## src/rtl/wallace_pkg.sv

```systemverilog
// Shared types and constants for the Wallace product accumulator slice.
package wallace_pkg;

  localparam int unsigned PROD_W_DEF = 17;

  typedef enum logic {
    ACCUM = 1'b0,
    DONE  = 1'b1
  } acc_state_t;

  // Ceiling log2 for toolflows without $clog2.
  function automatic int unsigned clog2(input int unsigned value);
    int unsigned v;
    int unsigned r;
    v = (value > 0) ? value - 1 : 0;
    r = 0;
    while (v > 0) begin
      v = v >> 1;
      r = r + 1;
    end
    return r;
  endfunction

endpackage

```

## src/rtl/wallace_product_accumulator_if.sv

```systemverilog
// Product-in and total-out valid/ready handshakes of the accumulator.
interface wallace_product_accumulator_if #(
  parameter int unsigned PROD_W = 17,
  parameter int unsigned ACC_W  = 24,
  parameter int unsigned CNT_W  = 5
);
  logic              in_valid;
  logic              in_ready;
  logic [PROD_W-1:0] in_product;
  logic              in_last;
  logic              out_valid;
  logic              out_ready;
  logic [ACC_W-1:0]  out_acc;
  logic [CNT_W-1:0]  out_count;
  logic              out_overflow;

  modport master (
    output in_valid, in_product, in_last, out_ready,
    input  in_ready, out_valid, out_acc, out_count, out_overflow
  );

  modport slave (
    input  in_valid, in_product, in_last, out_ready,
    output in_ready, out_valid, out_acc, out_count, out_overflow
  );
endinterface

```

## src/rtl/wallace_acc_adder.sv

```systemverilog
// Accumulator add stage: ACC_W+1-bit sum with carry-out and wrap/saturate select.
// Build option: define WALLACE_ACC_SATURATE_EN to clamp on overflow instead of wrapping.
module wallace_acc_adder #(
  parameter int unsigned PROD_W = 17,
  parameter int unsigned ACC_W  = 24
) (
  input  logic [ACC_W-1:0]  acc,
  input  logic [PROD_W-1:0] product,
  output logic [ACC_W-1:0]  sum_c,
  output logic              carry_c
);

  logic [ACC_W:0] wide;

  // Full-width add, then pick the wrapped or clamped result.
  always_comb begin
    wide    = {1'b0, acc} + (ACC_W+1)'(product);
    carry_c = wide[ACC_W];
`ifdef WALLACE_ACC_SATURATE_EN
    sum_c   = carry_c ? {ACC_W{1'b1}} : wide[ACC_W-1:0];
`else
    sum_c   = wide[ACC_W-1:0];
`endif
  end

endmodule

```

## src/rtl/wallace_product_accumulator.sv

```systemverilog
// Sums a batch of multiplier products and hands the total off over valid/ready.
// Build option: WALLACE_ACC_SATURATE_EN selects saturating accumulation (see wallace_acc_adder).
module wallace_product_accumulator
  import wallace_pkg::*;
#(
  parameter int unsigned PROD_W    = PROD_W_DEF,
  parameter int unsigned ACC_W     = 24,
  parameter int unsigned MAX_TERMS = 16
) (
  input  logic clk,
  input  logic rst,
  input  logic clear,
  wallace_product_accumulator_if.slave bus
);

  localparam int unsigned CNT_W = $clog2(MAX_TERMS + 1);

  acc_state_t       state;
  logic [ACC_W-1:0] acc;
  logic [CNT_W-1:0] count;
  logic             ovf;

  logic [ACC_W-1:0] sum_c;
  logic             carry_c;
  logic [CNT_W-1:0] count_nxt_c;
  logic             ovf_nxt_c;
  logic             term_c;

  wallace_acc_adder #(
    .PROD_W (PROD_W),
    .ACC_W  (ACC_W)
  ) u_adder (
    .acc     (acc),
    .product (bus.in_product),
    .sum_c   (sum_c),
    .carry_c (carry_c)
  );

  // Next count/overflow and batch-termination decode for an accept this cycle.
  always_comb begin
    count_nxt_c = count + CNT_W'(1);
    ovf_nxt_c   = ovf | carry_c;
    term_c      = bus.in_last || (count_nxt_c == CNT_W'(MAX_TERMS));
  end

  // Batch FSM with registered handshake flags and result registers.
  always_ff @(posedge clk) begin
    if (rst) begin
      state            <= ACCUM;
      acc              <= '0;
      count            <= '0;
      ovf              <= 1'b0;
      bus.in_ready     <= 1'b1;
      bus.out_valid    <= 1'b0;
      bus.out_acc      <= '0;
      bus.out_count    <= '0;
      bus.out_overflow <= 1'b0;
    end else if (clear) begin
      state         <= ACCUM;
      acc           <= '0;
      count         <= '0;
      ovf           <= 1'b0;
      bus.in_ready  <= 1'b1;
      bus.out_valid <= 1'b0;
    end else begin
      case (state)
        ACCUM: begin
          if (bus.in_valid) begin
            acc   <= sum_c;
            count <= count_nxt_c;
            ovf   <= ovf_nxt_c;
            if (term_c) begin
              state            <= DONE;
              bus.in_ready     <= 1'b0;
              bus.out_valid    <= 1'b1;
              bus.out_acc      <= sum_c;
              bus.out_count    <= count_nxt_c;
              bus.out_overflow <= ovf_nxt_c;
            end
          end
        end
        DONE: begin
          if (bus.out_ready) begin
            state         <= ACCUM;
            acc           <= '0;
            count         <= '0;
            ovf           <= 1'b0;
            bus.in_ready  <= 1'b1;
            bus.out_valid <= 1'b0;
          end
        end
        default: begin
          state         <= ACCUM;
          bus.in_ready  <= 1'b1;
          bus.out_valid <= 1'b0;
        end
      endcase
    end
  end

endmodule

```

## src/flat_wrapper.sv

```systemverilog
// flat-port wrapper written by rule: the top's interface ports become plain ports
module wallace_product_accumulator_flat import wallace_pkg::*;
#(
  parameter int unsigned PROD_W    = PROD_W_DEF,
  parameter int unsigned ACC_W     = 24,
  parameter int unsigned MAX_TERMS = 16
)
  (clk, rst, clear, bus_in_valid, bus_in_product, bus_in_last, bus_out_ready, bus_in_ready, bus_out_valid, bus_out_acc, bus_out_count, bus_out_overflow);
  wallace_product_accumulator_if #(.PROD_W(PROD_W), .ACC_W(ACC_W), .CNT_W(5)) bus_i ();
  input  logic clk;
  input  logic rst;
  input  logic clear;
  input wire logic [$bits(bus_i.in_valid)-1:0] bus_in_valid;
  input wire logic [$bits(bus_i.in_product)-1:0] bus_in_product;
  input wire logic [$bits(bus_i.in_last)-1:0] bus_in_last;
  input wire logic [$bits(bus_i.out_ready)-1:0] bus_out_ready;
  output wire logic [$bits(bus_i.in_ready)-1:0] bus_in_ready;
  output wire logic [$bits(bus_i.out_valid)-1:0] bus_out_valid;
  output wire logic [$bits(bus_i.out_acc)-1:0] bus_out_acc;
  output wire logic [$bits(bus_i.out_count)-1:0] bus_out_count;
  output wire logic [$bits(bus_i.out_overflow)-1:0] bus_out_overflow;
  assign bus_i.in_valid = bus_in_valid;
  assign bus_i.in_product = bus_in_product;
  assign bus_i.in_last = bus_in_last;
  assign bus_i.out_ready = bus_out_ready;
  assign bus_in_ready = bus_i.in_ready;
  assign bus_out_valid = bus_i.out_valid;
  assign bus_out_acc = bus_i.out_acc;
  assign bus_out_count = bus_i.out_count;
  assign bus_out_overflow = bus_i.out_overflow;
  wallace_product_accumulator #(.PROD_W(PROD_W), .ACC_W(ACC_W), .MAX_TERMS(MAX_TERMS)) u_core (.clk(clk), .rst(rst), .clear(clear), .bus(bus_i));
endmodule
```

## config.mk

```make
export PLATFORM = sky130hd
export DESIGN_NAME = wallace_product_accumulator_flat
export DESIGN_NICKNAME = d
export VERILOG_FILES = /design/src/rtl/wallace_pkg.sv /design/src/rtl/wallace_product_accumulator_if.sv /design/src/rtl/wallace_acc_adder.sv /design/src/rtl/wallace_product_accumulator.sv /design/src/flat_wrapper.sv
export SDC_FILE = /design/constraint.sdc
export NUM_CORES = 1
export LEC_CHECK = 0
export CORE_MARGIN = 4
export CORE_UTILIZATION = 35
export CTS_CLUSTER_SIZE = 16
export DETAILED_ROUTE_END_ITERATION = 10
export PLACE_DENSITY = 0.59
export SYNTH_ARGS = -nofsm -noshare
export SYNTH_HDL_FRONTEND = slang
export SYNTH_SLANG_ARGS = --single-unit
```

## constraint.sdc

```tcl
create_clock -name clk -period 2.5 [get_ports clk]
set_input_delay 0.625 -clock clk [delete_from_list [all_inputs] [get_ports clk]]
set_output_delay 0.625 -clock clk [all_outputs]
set_load 0.05 [all_outputs]
```

# Yosys cells after proc, flatten, opt, wreduce, memory -nomap -nowiden

Index checks and enable logic that the tools add are counted.

Reductions and logical operators: 5
Mux-type cells: 20
Add/sub/neg operators: 2
Eq/ne operators: 4
Bitwise gates (word level): 3

Operator list:

| cell                                          | count |
|---|---|
| 2-to-1 mux 24 bit                             | 2 |
| one-hot mux 24 bit (2 select lines)           | 1 |
| adder 24 x 17 -> 25 bit                       | 1 |
| 2-to-1 mux 1 bit                              | 10 |
| 2-to-1 mux 5 bit                              | 2 |
| one-hot mux 5 bit (2 select lines)            | 1 |
| one-hot mux 1 bit (2 select lines)            | 4 |
| adder 5 x 1 -> 5 bit, second input constant   | 1 |
| == test 5 bit, second input constant          | 1 |
| != test 2 bit, second input constant          | 2 |
| AND reduction 4 bit                           | 1 |
| AND reduction 3 bit                           | 1 |
| != test 2 x 1 -> 1 bit, second input constant | 1 |
| inverter 1 bit                                | 2 |
| AND reduction 2 bit                           | 1 |
| OR reduction 2 bit                            | 1 |
| logical OR 1 bit                              | 1 |
| bitwise OR 1 bit                              | 1 |

Output and inout bits: 32
Input bits: 23
Word-level logic and storage cells: 43
Flip-flop bits (word level): 63

# Logic depth before layout (Yosys ltp)

Gate-level depths: netlist of run 1.

Depth in word-level cells: 6
Mapped depth: 10
Gate-level depth less buffers: 10

# Hierarchy

Synthesis of run 1 repeated with hierarchy kept, for this count alone.

Cell total of the unflattened synthesis: 425
Area total of the unflattened synthesis: 3694.8 um^2

Modules (own cells, without submodules):

| module                      | cells each | times used | sequential area each (um^2) | area each (um^2) |
|---|---|---|---|---|
| wallace_product_accumulator | 266        | 1          | 1261.2                      | 2588.7 |
| wallace_acc_adder           | 159        | 1          | 0.0                         | 1106.1 |

# Worst setup path before layout of run 1

No wires, ideal clock.

Path kind: input -> register
From: input port bus_in_product[0]
To: register u_core.bus.out_acc[16]
Library setup time: 0.112 ns
Setup slack: -0.037 ns
Data required time: 2.388 ns
Cell stages on the path: 10
Path buffers: 0
Arrival time: 2.425 ns
Cell sequence: ha_1 -> inv_1 -> fa_1 -> and2b_1 -> o2111ai_1 -> a21oi_2 -> a31oi_1 -> o21ai_2 -> nor3_1 -> a2111oi_1

Longest elaborated chain between the ends: 1

Ends and longest elaborated chain:

| element                 | line                                 | text |
|---|---|---|
| from (decl)             | flat_wrapper.sv:14                   | `input wire logic [$bits(bus_i.in_product)-1:0] bus_in_product;` |
| adder 24 x 17 -> 25 bit | wallace_acc_adder.sv:17              | `wide = {1'b0, acc} + (ACC_W+1)'(product);` |
| to (signal assigned)    | wallace_product_accumulator.sv:76    | `bus.out_acc <= sum_c;` |
| to (decl)               | wallace_product_accumulator_if.sv:24 | `output in_ready, out_valid, out_acc, out_count, out_overflow` |

Every way passes these cells.
A chain may end at the register's enable or synchronous reset.

# Worst setup path after layout of run 1

From: input port bus_in_product[3]
To: register u_core.acc[19]

Longest elaborated chain between the ends: 3

Ends and longest elaborated chain:

| element                             | line                              | text |
|---|---|---|
| adder 24 x 17 -> 25 bit             | wallace_acc_adder.sv:17           |  |
| 2-to-1 mux 24 bit                   | wallace_product_accumulator.sv:68 | `if (bus.in_valid) begin` |
| one-hot mux 24 bit (2 select lines) | wallace_product_accumulator.sv:66 | `case (state)` |
| to (signal assigned)                | wallace_product_accumulator.sv:69 | `acc <= sum_c;` |
| to (decl)                           | wallace_product_accumulator.sv:19 | `logic [ACC_W-1:0] acc;` |

Every way passes these cells. The select of a mux whose other input is x is not followed.

==> results_tabular.tex, run 1 <==
\begin{tabular}{lr}
\hline
Metric & Value \\
\hline
\multicolumn{2}{l}{\textbf{Detailed routing}} \\
\quad Average wire per standard cell & 15.3 um \\
\quad Final routed DRC violation total & 0 \\
\quad Detail-routed via count per cell & 5.15 \\
\quad Drt initial violations & 151 \\
\quad DR pass1 iterations & 4 \\
\quad Vias after detailed routing & 3417 \\
\quad Antenna viol nets, final & 0 \\
\quad Total length of routed wires & 10100 um \\
\multicolumn{2}{l}{\textbf{Layout}} \\
\quad Syn-to-layout area delta & 47.5\% \\
\quad Total area of multi-input combinational cells & 0.00222 mm2 \\
\quad Fraction of final layout cells sized beyond drive strength 1 & 26.6\% \\
\quad Antenna cells & 0 \\
\quad Total area of sequential cells & 0.00126 mm2 \\
\quad Fin nets & 574 \\
\quad Most common cell after layout, fill and taps aside & sky130\_fd\_sc\_hd\_\_buf\_4 \\
\quad Summed area of non-filler cells in the final layout & 0.00503 mm2 \\
\quad Highest-count cells in the layout ignoring fill and taps & 75 x sky130\_fd\_sc\_hd\_\_buf\_4, 62 x sky130\_fd\_sc\_hd\_\_dfxtp\_1, 52 x sky130\_fd\_sc\_hd\_\_nand2\_1 \\
\quad Fill cell count & 914 \\
\multicolumn{2}{l}{\textbf{Floorplan}} \\
\quad Die boundary width & 107 um \\
\quad Die height & 107 um \\
\quad Boundary Pins & 55 \\
\quad DIE AREA & 0.0114 mm2 \\
\quad Starting utilization of the core area & 36.4\% \\
\quad Core Footprint & 0.00937 mm2 \\
\quad Row Count & 35 \\
\multicolumn{2}{l}{\textbf{STA}} \\
\quad Achievable Freq & 407 MHz \\
\quad Worst rel slew slack & 60.8\% \\
\quad Max-slew violations & 0 \\
\quad Min cycle time layout & 2460 ps \\
\quad Final setup violation count & 0 \\
\quad Hold Slack & 458 ps \\
\quad Worst-Margin Slew & 588 ps \\
\quad Post-route clock skew & 12.0 ps \\
\quad Hold Fails Final Rpt & 0 \\
\quad Setup TNS & 0 ps \\
\quad Period utilization & 98.4\% \\
\multicolumn{2}{l}{\textbf{GRT}} \\
\quad Vias in the first global route & 3269 \\
\quad Maximum number of pins on one net before global-route repair & 22 \\
\quad Number of antenna violations at the first check in global routing & 0 \\
\quad Total overflow reported by the global router & 0 \\
\quad Overall global routing resource usage & 17.6\% \\
\quad Global-route wire length before repair & 15900 um \\
\multicolumn{2}{l}{\textbf{Placed design}} \\
\quad Placed cell areas & 0.00460 mm2 \\
\quad DP HPWL & 7440 um \\
\quad Routability-driven placement congestion ratio & 0.888 \\
\quad Buffers added on ports & 54 \\
\multicolumn{2}{l}{\textbf{Worst setup path}} \\
\quad Category of the worst setup path launch point & primary input \\
\quad Critical path launch point & bus\_in\_product[3] \\
\quad Arrival time at the worst endpoint & 2700 ps \\
\quad Path type of the worst setup path & primary input to flop \\
\quad Req. time, crit path & 2740 ps \\
\quad Worst-path fanout max & 5 \\
\quad FF-to-FF Start & u\_core.acc[0] \\
\quad Worst reg-to-reg setup slack & 140 ps \\
\quad Critical path destination & u\_core.acc[19] \\
\quad Crit. End Element & flop \\
\quad End of the worst register-to-register path & u\_core.bus.out\_acc[16] \\
\quad Worst Reg-to-Reg Cells & 10 \\
\multicolumn{2}{l}{\textbf{Yosys}} \\
\quad Dominant register cell in the synthesized netlist & sky130\_fd\_sc\_hd\_\_dfxtp\_1 \\
\quad Synth Net Count & 454 \\
\quad YS warnings & 0 \\
\quad Number of enable-type register cells in the synthesized netlist & 0 \\
\quad Count of unique library cells instantiated by Yosys & 56 \\
\quad Synthesized instance count & 411 \\
\quad Post-synthesis average cell area & 8.29 um2 \\
\quad Fraction of registers with async set/reset & 0\% \\
\quad Synth Cell Area & 0.00341 mm2 \\
\quad Total of flip-flops plus latches after synthesis & 63 \\
\quad Sequential cell area fraction in the yosys report & 37.0\% \\
\multicolumn{2}{l}{\textbf{Power}} \\
\quad Pwr Density & 507 mW/mm2 \\
\quad LEAKAGE & 2.03 nW \\
\quad Worst vdd ir & 0.386 mV \\
\quad Power, Total & 2.55 mW \\
\multicolumn{2}{l}{\textbf{CTS}} \\
\quad CTS Buffer Depth & 2 \\
\quad Root cell of the clock tree & sky130\_fd\_sc\_hd\_\_clkbuf\_8 \\
\quad TritonCTS clock tree & built \\
\quad Number of buffers created by CTS & 9 \\
\quad Source-to-sink clock delay at the later pin of the worst-skew pair & 360 ps \\
\quad Count of H-tree levels built during CTS & 3 \\
\quad Clock slew at the register clock pins of the worst setup and hold paths & 70 ps \\
\quad Number of clock sinks seen by CTS & 63 \\
\quad Post-cts hold buffer count & 0 \\
\multicolumn{2}{l}{\textbf{Run status}} \\
\quad Run status & finished clean \\
\multicolumn{2}{l}{\textbf{Worst hold path}} \\
\quad Worst hold path class & flop to flop \\
\multicolumn{2}{l}{\textbf{Job}} \\
\quad Max capacitance violation total & 0 \\
\hline
\end{tabular}
==> layout make-up <==
| type | instances | area share, % |
|---|---|---|
| clock buffers | 10 | 2.74 |
| clock inverters | 4 | 0.946 |
| inverters | 11 | 0.821 |
| multi-input cells | 314 | 44.1 |
| flip-flops and latches | 63 | 25.1 |
| well taps | 129 | 3.21 |
| repair buffers | 132 | 23.1 |
==> state kept, by name, summed over array words and instances (netlist names) <==
| name | flops |
|---|---|
| u_core.bus.in_ready | 1 |
| u_core.bus.out_count | 5 |
| u_core.ovf | 1 |
| u_core.bus.out_overflow | 1 |
| u_core.bus.out_acc | 24 |
| u_core.acc | 24 |
| u_core.bus.out_valid | 1 |
| u_core.state | 1 |
| u_core.count | 5 |
==> how the worst min path moves through the flow <==
stage | start | endpoint | slack [ps] | cells past startpoint
2_1_floorplan | u_core.ovf | u_core.ovf | 430 | 2
3_3_place_gp | u_core.ovf | u_core.ovf | 440 | 2
3_5_place_dp | u_core.ovf | u_core.ovf | 450 | 2
4_1_cts | u_core.bus.out_acc[13] | u_core.bus.out_acc[13] | 460 | 2
5_1_grt | u_core.bus.out_acc[14] | u_core.bus.out_acc[14] | 480 | 2
6_report | u_core.bus.out_acc[13] | u_core.bus.out_acc[13] | 460 | 2
==> report_power, final <==
| group | switching, mW | internal [mW] | total, mW |
|---|---|---|---|
| Sequential | 0.0253 | 1.04 | 1.07 |
| Clock | 0.407 | 0.473 | 0.880 |
| Combinational | 0.338 | 0.269 | 0.607 |
==> synthesized netlist by cell type, types with 6 or more instances <==
cell type / instances / area, um2
sky130_fd_sc_hd__xnor2_1: 9 / 78.8
sky130_fd_sc_hd__inv_1: 11 / 41.3
sky130_fd_sc_hd__a22oi_1: 9 / 67.6
sky130_fd_sc_hd__a211oi_1: 8 / 60.1
sky130_fd_sc_hd__ha_1: 19 / 238
sky130_fd_sc_hd__clkbuf_1: 11 / 41.3
sky130_fd_sc_hd__o21ai_0: 13 / 65.1
sky130_fd_sc_hd__nor2_1: 46 / 173
sky130_fd_sc_hd__nand3_1: 10 / 50.1
sky130_fd_sc_hd__a21oi_1: 45 / 225
sky130_fd_sc_hd__nand2_1: 54 / 203
sky130_fd_sc_hd__dfxtp_1: 63 / 1260
sky130_fd_sc_hd__xor2_1: 14 / 123
sky130_fd_sc_hd__and3_1: 6 / 37.5
==> logic make-up after synthesis <==
logic type | synth area share [%]
and+or+nand+nor | 19.5
AOI/OAI and AO/OA | 25.3
DFF | 37.0
buffers and inverters | 4.70
xor gates and xnor gates | 5.91
adders and majority gates | 7.56
==> metal layers <==
layer | wire length, um | track usage (%) | vias to the layer above
li1 | - | - | 1714
met3 | 549 | 5.36 | 17
met1 | 4490 | 21.9 | 1598
met5 | 0 | 0 | -
met2 | 4930 | 28.4 | 88
met4 | 178 | 6.94 | 0
==> metrics by stage <==
step           std cells  util (%)  setup WS (ps)
2_1_floorplan        411         -           28.7
3_3_place_gp         646      49.1           -588
3_5_place_dp         646      49.1           -657
4_1_cts              661      51.7           3.43
5_1_grt              663      53.7          -7.29
6_report             663      53.7           40.3
==> timing repair <==
action | in CTS | in global routing
pin swaps | 15 | 20
resized for setup | 16 | 35
setup buffers | 1 | 2
endpoints found under the setup margin | 24 | 32
==> worst max-delay path, cell delays in order <==
cell	delay [ps]
sky130_fd_sc_hd__clkdlybuf4s50_1	520
sky130_fd_sc_hd__ha_4	150
sky130_fd_sc_hd__a21o_1	180
sky130_fd_sc_hd__a31o_1	210
sky130_fd_sc_hd__o2111ai_4	170
sky130_fd_sc_hd__a41oi_4	320
sky130_fd_sc_hd__buf_6	160
sky130_fd_sc_hd__nand3_2	90
sky130_fd_sc_hd__o211ai_1	190
sky130_fd_sc_hd__o31ai_1	90
Power figures use the tool's default switching activity.
==> run 2: changes to the inputs <==
CTS_CLUSTER_SIZE = 24   (was 16)
==> results of run 2 <==
Same layout as run 1: the final DEF is identical, and so are final timing and power.
==> run 3: changes to the inputs <==
--- a/config.mk
+++ b/config.mk
@@ -11,3 +11,4 @@
 export DETAILED_ROUTE_END_ITERATION = 10
-export PLACE_DENSITY = 0.59
+export DONT_BUFFER_PORTS = 1
+export PLACE_DENSITY = 0.52
 export SYNTH_ARGS = -nofsm -noshare
==> constraint.sdc (replaced) <==
create_clock -name clk -period 2.5 [get_ports clk]
set_input_delay 0.25 -clock clk [delete_from_list [all_inputs] [get_ports clk]]
set_output_delay 0.25 -clock clk [all_outputs]
set_load 0.01 [all_outputs]
==> run 3 against run 2 <==
Effect of this change: worst hold slack worse by 400 ps; critical path depth unchanged; flip-flop and latch count unchanged; final area down 25%; clock skew down 6.0 ps.
==> results_tabular.tex, run 3 (same netlist as run 1, synthesis figures left out) <==
\begin{tabular}{lr}
\hline
Metric & Value \\
\hline
\multicolumn{2}{l}{\textbf{Placed design}} \\
\quad Placed cell areas & 0.00355 mm2 \\
\quad Post-Place Setup Slack & 85.5 ps \\
\quad DP HPWL & 6540 um \\
\quad Buffers added on ports & 0 \\
\quad Cell count after placement & 528 \\
\quad Routability-driven placement congestion ratio & 0.832 \\
\multicolumn{2}{l}{\textbf{CTS}} \\
\quad Clock slew at the register clock pins of the worst setup and hold paths & 70 ps \\
\quad TritonCTS clock tree & built \\
\quad Root cell of the clock tree & sky130\_fd\_sc\_hd\_\_clkbuf\_8 \\
\quad Count of H-tree levels built during CTS & 3 \\
\quad Number of buffers created by CTS & 9 \\
\quad CTS Buffer Depth & 2 \\
\quad Source-to-sink clock delay at the later pin of the worst-skew pair & 340 ps \\
\quad Number of clock sinks seen by CTS & 63 \\
\multicolumn{2}{l}{\textbf{Layout}} \\
\quad Syn-to-layout area delta & 10.8\% \\
\quad Antenna cells & 0 \\
\quad Final Instance Count excl. Fillers & 543 \\
\quad Highest-count cells in the layout ignoring fill and taps & 62 x sky130\_fd\_sc\_hd\_\_dfxtp\_1, 54 x sky130\_fd\_sc\_hd\_\_nand2\_1, 46 x sky130\_fd\_sc\_hd\_\_nor2\_1 \\
\quad Summed area of non-filler cells in the final layout & 0.00378 mm2 \\
\quad Most common cell after layout, fill and taps aside & sky130\_fd\_sc\_hd\_\_dfxtp\_1 \\
\quad Largest registers & u\_core.acc x24, u\_core.bus.out\_acc x24 \\
\quad Fraction of final layout cells sized beyond drive strength 1 & 12.1\% \\
\quad Fill cell count & 1026 \\
\quad Fin nets & 454 \\
\multicolumn{2}{l}{\textbf{STA}} \\
\quad Hold Fails Final Rpt & 0 \\
\quad Worst-Margin Slew & 611 ps \\
\quad PnR worst setup slack & 211 ps \\
\quad Achievable Freq & 437 MHz \\
\quad Period utilization & 91.5\% \\
\quad Setup TNS & 0 ps \\
\quad Worst rel slew slack & 59.1\% \\
\quad Post-route clock skew & 5.96 ps \\
\quad Max-slew violations & 0 \\
\quad Setup repair after global routing missed its margin & no \\
\quad Min cycle time layout & 2290 ps \\
\quad Final setup violation count & 0 \\
\multicolumn{2}{l}{\textbf{Worst setup path}} \\
\quad Path type of the worst setup path & flop to flop \\
\quad Req. time, crit path & 2760 ps \\
\quad End of the worst register-to-register path & u\_core.bus.out\_acc[22] \\
\quad Worst-path fanout max & 4 \\
\quad Category of the worst setup path launch point & flop \\
\quad FF-to-FF Start & u\_core.acc[0] \\
\quad Highest cell delay on the worst timing path & 340 ps \\
\quad Arrival time at the worst endpoint & 2550 ps \\
\quad Ordered list of cells on the worst path & ha\_1, inv\_1, fa\_2, and2b\_2, o2111ai\_4, a21oi\_4, a211o\_1, nand3\_2, xor2\_1, a211oi\_1 \\
\quad Dominant delay contributor by cell family on the critical path & compound AO/OA/AOI/OAI gates \\
\quad Worst Reg-to-Reg Cells & 10 \\
\quad Slowest cell on the critical path & sky130\_fd\_sc\_hd\_\_fa\_2 \\
\quad Crit. End Element & flop \\
\quad Worst reg-to-reg setup slack & 210 ps \\
\quad Buffer and inverter count on the worst path & 1 \\
\multicolumn{2}{l}{\textbf{Detailed routing}} \\
\quad Antenna viol nets, final & 0 \\
\quad Vias after detailed routing & 2902 \\
\quad Drt initial violations & 66 \\
\quad Total length of routed wires & 9170 um \\
\quad Average wire per standard cell & 16.9 um \\
\quad DR pass1 iterations & 4 \\
\quad Final routed DRC violation total & 0 \\
\quad Detail-routed via count per cell & 5.34 \\
\multicolumn{2}{l}{\textbf{Worst hold path}} \\
\quad Worst hold path depth & 2 \\
\quad Hold path startpoint & rst \\
\quad Worst hold path class & primary input to flop \\
\quad Hold Crit Endpoint & u\_core.bus.in\_ready \\
\multicolumn{2}{l}{\textbf{Floorplan}} \\
\quad Die boundary width & 107 um \\
\quad Die height & 107 um \\
\quad Core Footprint & 0.00937 mm2 \\
\quad Starting utilization of the core area & 36.4\% \\
\quad DIE AREA & 0.0114 mm2 \\
\quad Row Count & 35 \\
\quad Boundary Pins & 55 \\
\multicolumn{2}{l}{\textbf{GRT}} \\
\quad Global-route wire length before repair & 15100 um \\
\quad Overall global routing resource usage & 16.5\% \\
\quad Vias in the first global route & 2898 \\
\quad Maximum number of pins on one net before global-route repair & 27 \\
\quad Number of antenna violations at the first check in global routing & 0 \\
\quad Total overflow reported by the global router & 0 \\
\multicolumn{2}{l}{\textbf{Power}} \\
\quad Worst vdd ir & 0.303 mV \\
\quad LEAKAGE & 1.44 nW \\
\quad Pwr Density & 568 mW/mm2 \\
\quad Power, Total & 2.15 mW \\
\multicolumn{2}{l}{\textbf{Job}} \\
\quad Max capacitance violation total & 0 \\
\multicolumn{2}{l}{\textbf{Run status}} \\
\quad Run status & finished clean \\
\hline
\end{tabular}
run 3: changes by cell type in the layout (fill, tap and decap cells not counted), sizes merged:
cell	before	now
dlymetal6s2s	6	0
clkdlybuf4s50	46	0
buf	78	12
clkinv	2	4
clkbuf	12	9
bufinv	1	0
run 3: layer usage:
layer | up-vias | routed length [um] | track usage (%)
met4 | 0 | 195 | 6.12
met5 | - | 0 | 0
li1 | 1460 | - | -
met3 | 16 | 595 | 6.26
met2 | 57 | 4240 | 26.7
met1 | 1369 | 4130 | 19.9
run 3: worst max path at each step:
stage / startpoint / end / slack, ps / cells after the start
after floorplan: u_core.acc[0] / u_core.bus.out_acc[16] / 270 / 10
after global placement: u_core.acc[0] / u_core.bus.out_acc[16] / 130 / 10
after detailed placement: u_core.acc[0] / u_core.bus.out_acc[16] / 90 / 10
after CTS: u_core.acc[0] / u_core.bus.out_acc[16] / 60 / 10
after global routing: u_core.count[1] / u_core.bus.out_acc[19] / 50 / 9
final: u_core.acc[0] / u_core.bus.out_acc[22] / 210 / 10
run 3: report_power, final:
part	internal (mW)	switching, mW
Clock	0.341	0.404
Combinational	0.120	0.206
Sequential	1.04	0.0346
run 3: stage by stage:
stage               util (%)  hold WS, ps
finish                  40.3         55.3
detailed placement      37.9          319
global route            40.3         45.5
floorplan                  -          378
CTS                     39.7         47.5
global placement        37.9          319
run 3: what timing repair did:
action	4_1_cts	5_1_grt
hold endpoints to repair	26	0
resized for setup	0	12
setup endpoints to repair	0	19
buffers inserted	0	0
hold buffers	1	0
run 3: cell type report:
cell class | instances | area, um2 | share of cell area, %
tap | 129 | 161 | 4.27
multi-input combinational | 314 | 2040 | 54.1
clock buffer | 9 | 124 | 3.28
timing repair buffer | 12 | 115 | 3.05
clock inverter | 5 | 27.5 | 0.729
inverter | 11 | 41.3 | 1.09
sequential | 63 | 1260 | 33.4
run 3: worst reg2reg max path, cell delays in order (launching register included):
cell and delay [ps]:
sky130_fd_sc_hd__dfxtp_2 330, sky130_fd_sc_hd__ha_1 160, sky130_fd_sc_hd__inv_1 60, sky130_fd_sc_hd__fa_2 340, sky130_fd_sc_hd__and2b_2 260, sky130_fd_sc_hd__o2111ai_4 140
sky130_fd_sc_hd__a21oi_4 240, sky130_fd_sc_hd__a211o_1 210, sky130_fd_sc_hd__nand3_2 120, sky130_fd_sc_hd__xor2_1 160, sky130_fd_sc_hd__a211oi_1 190
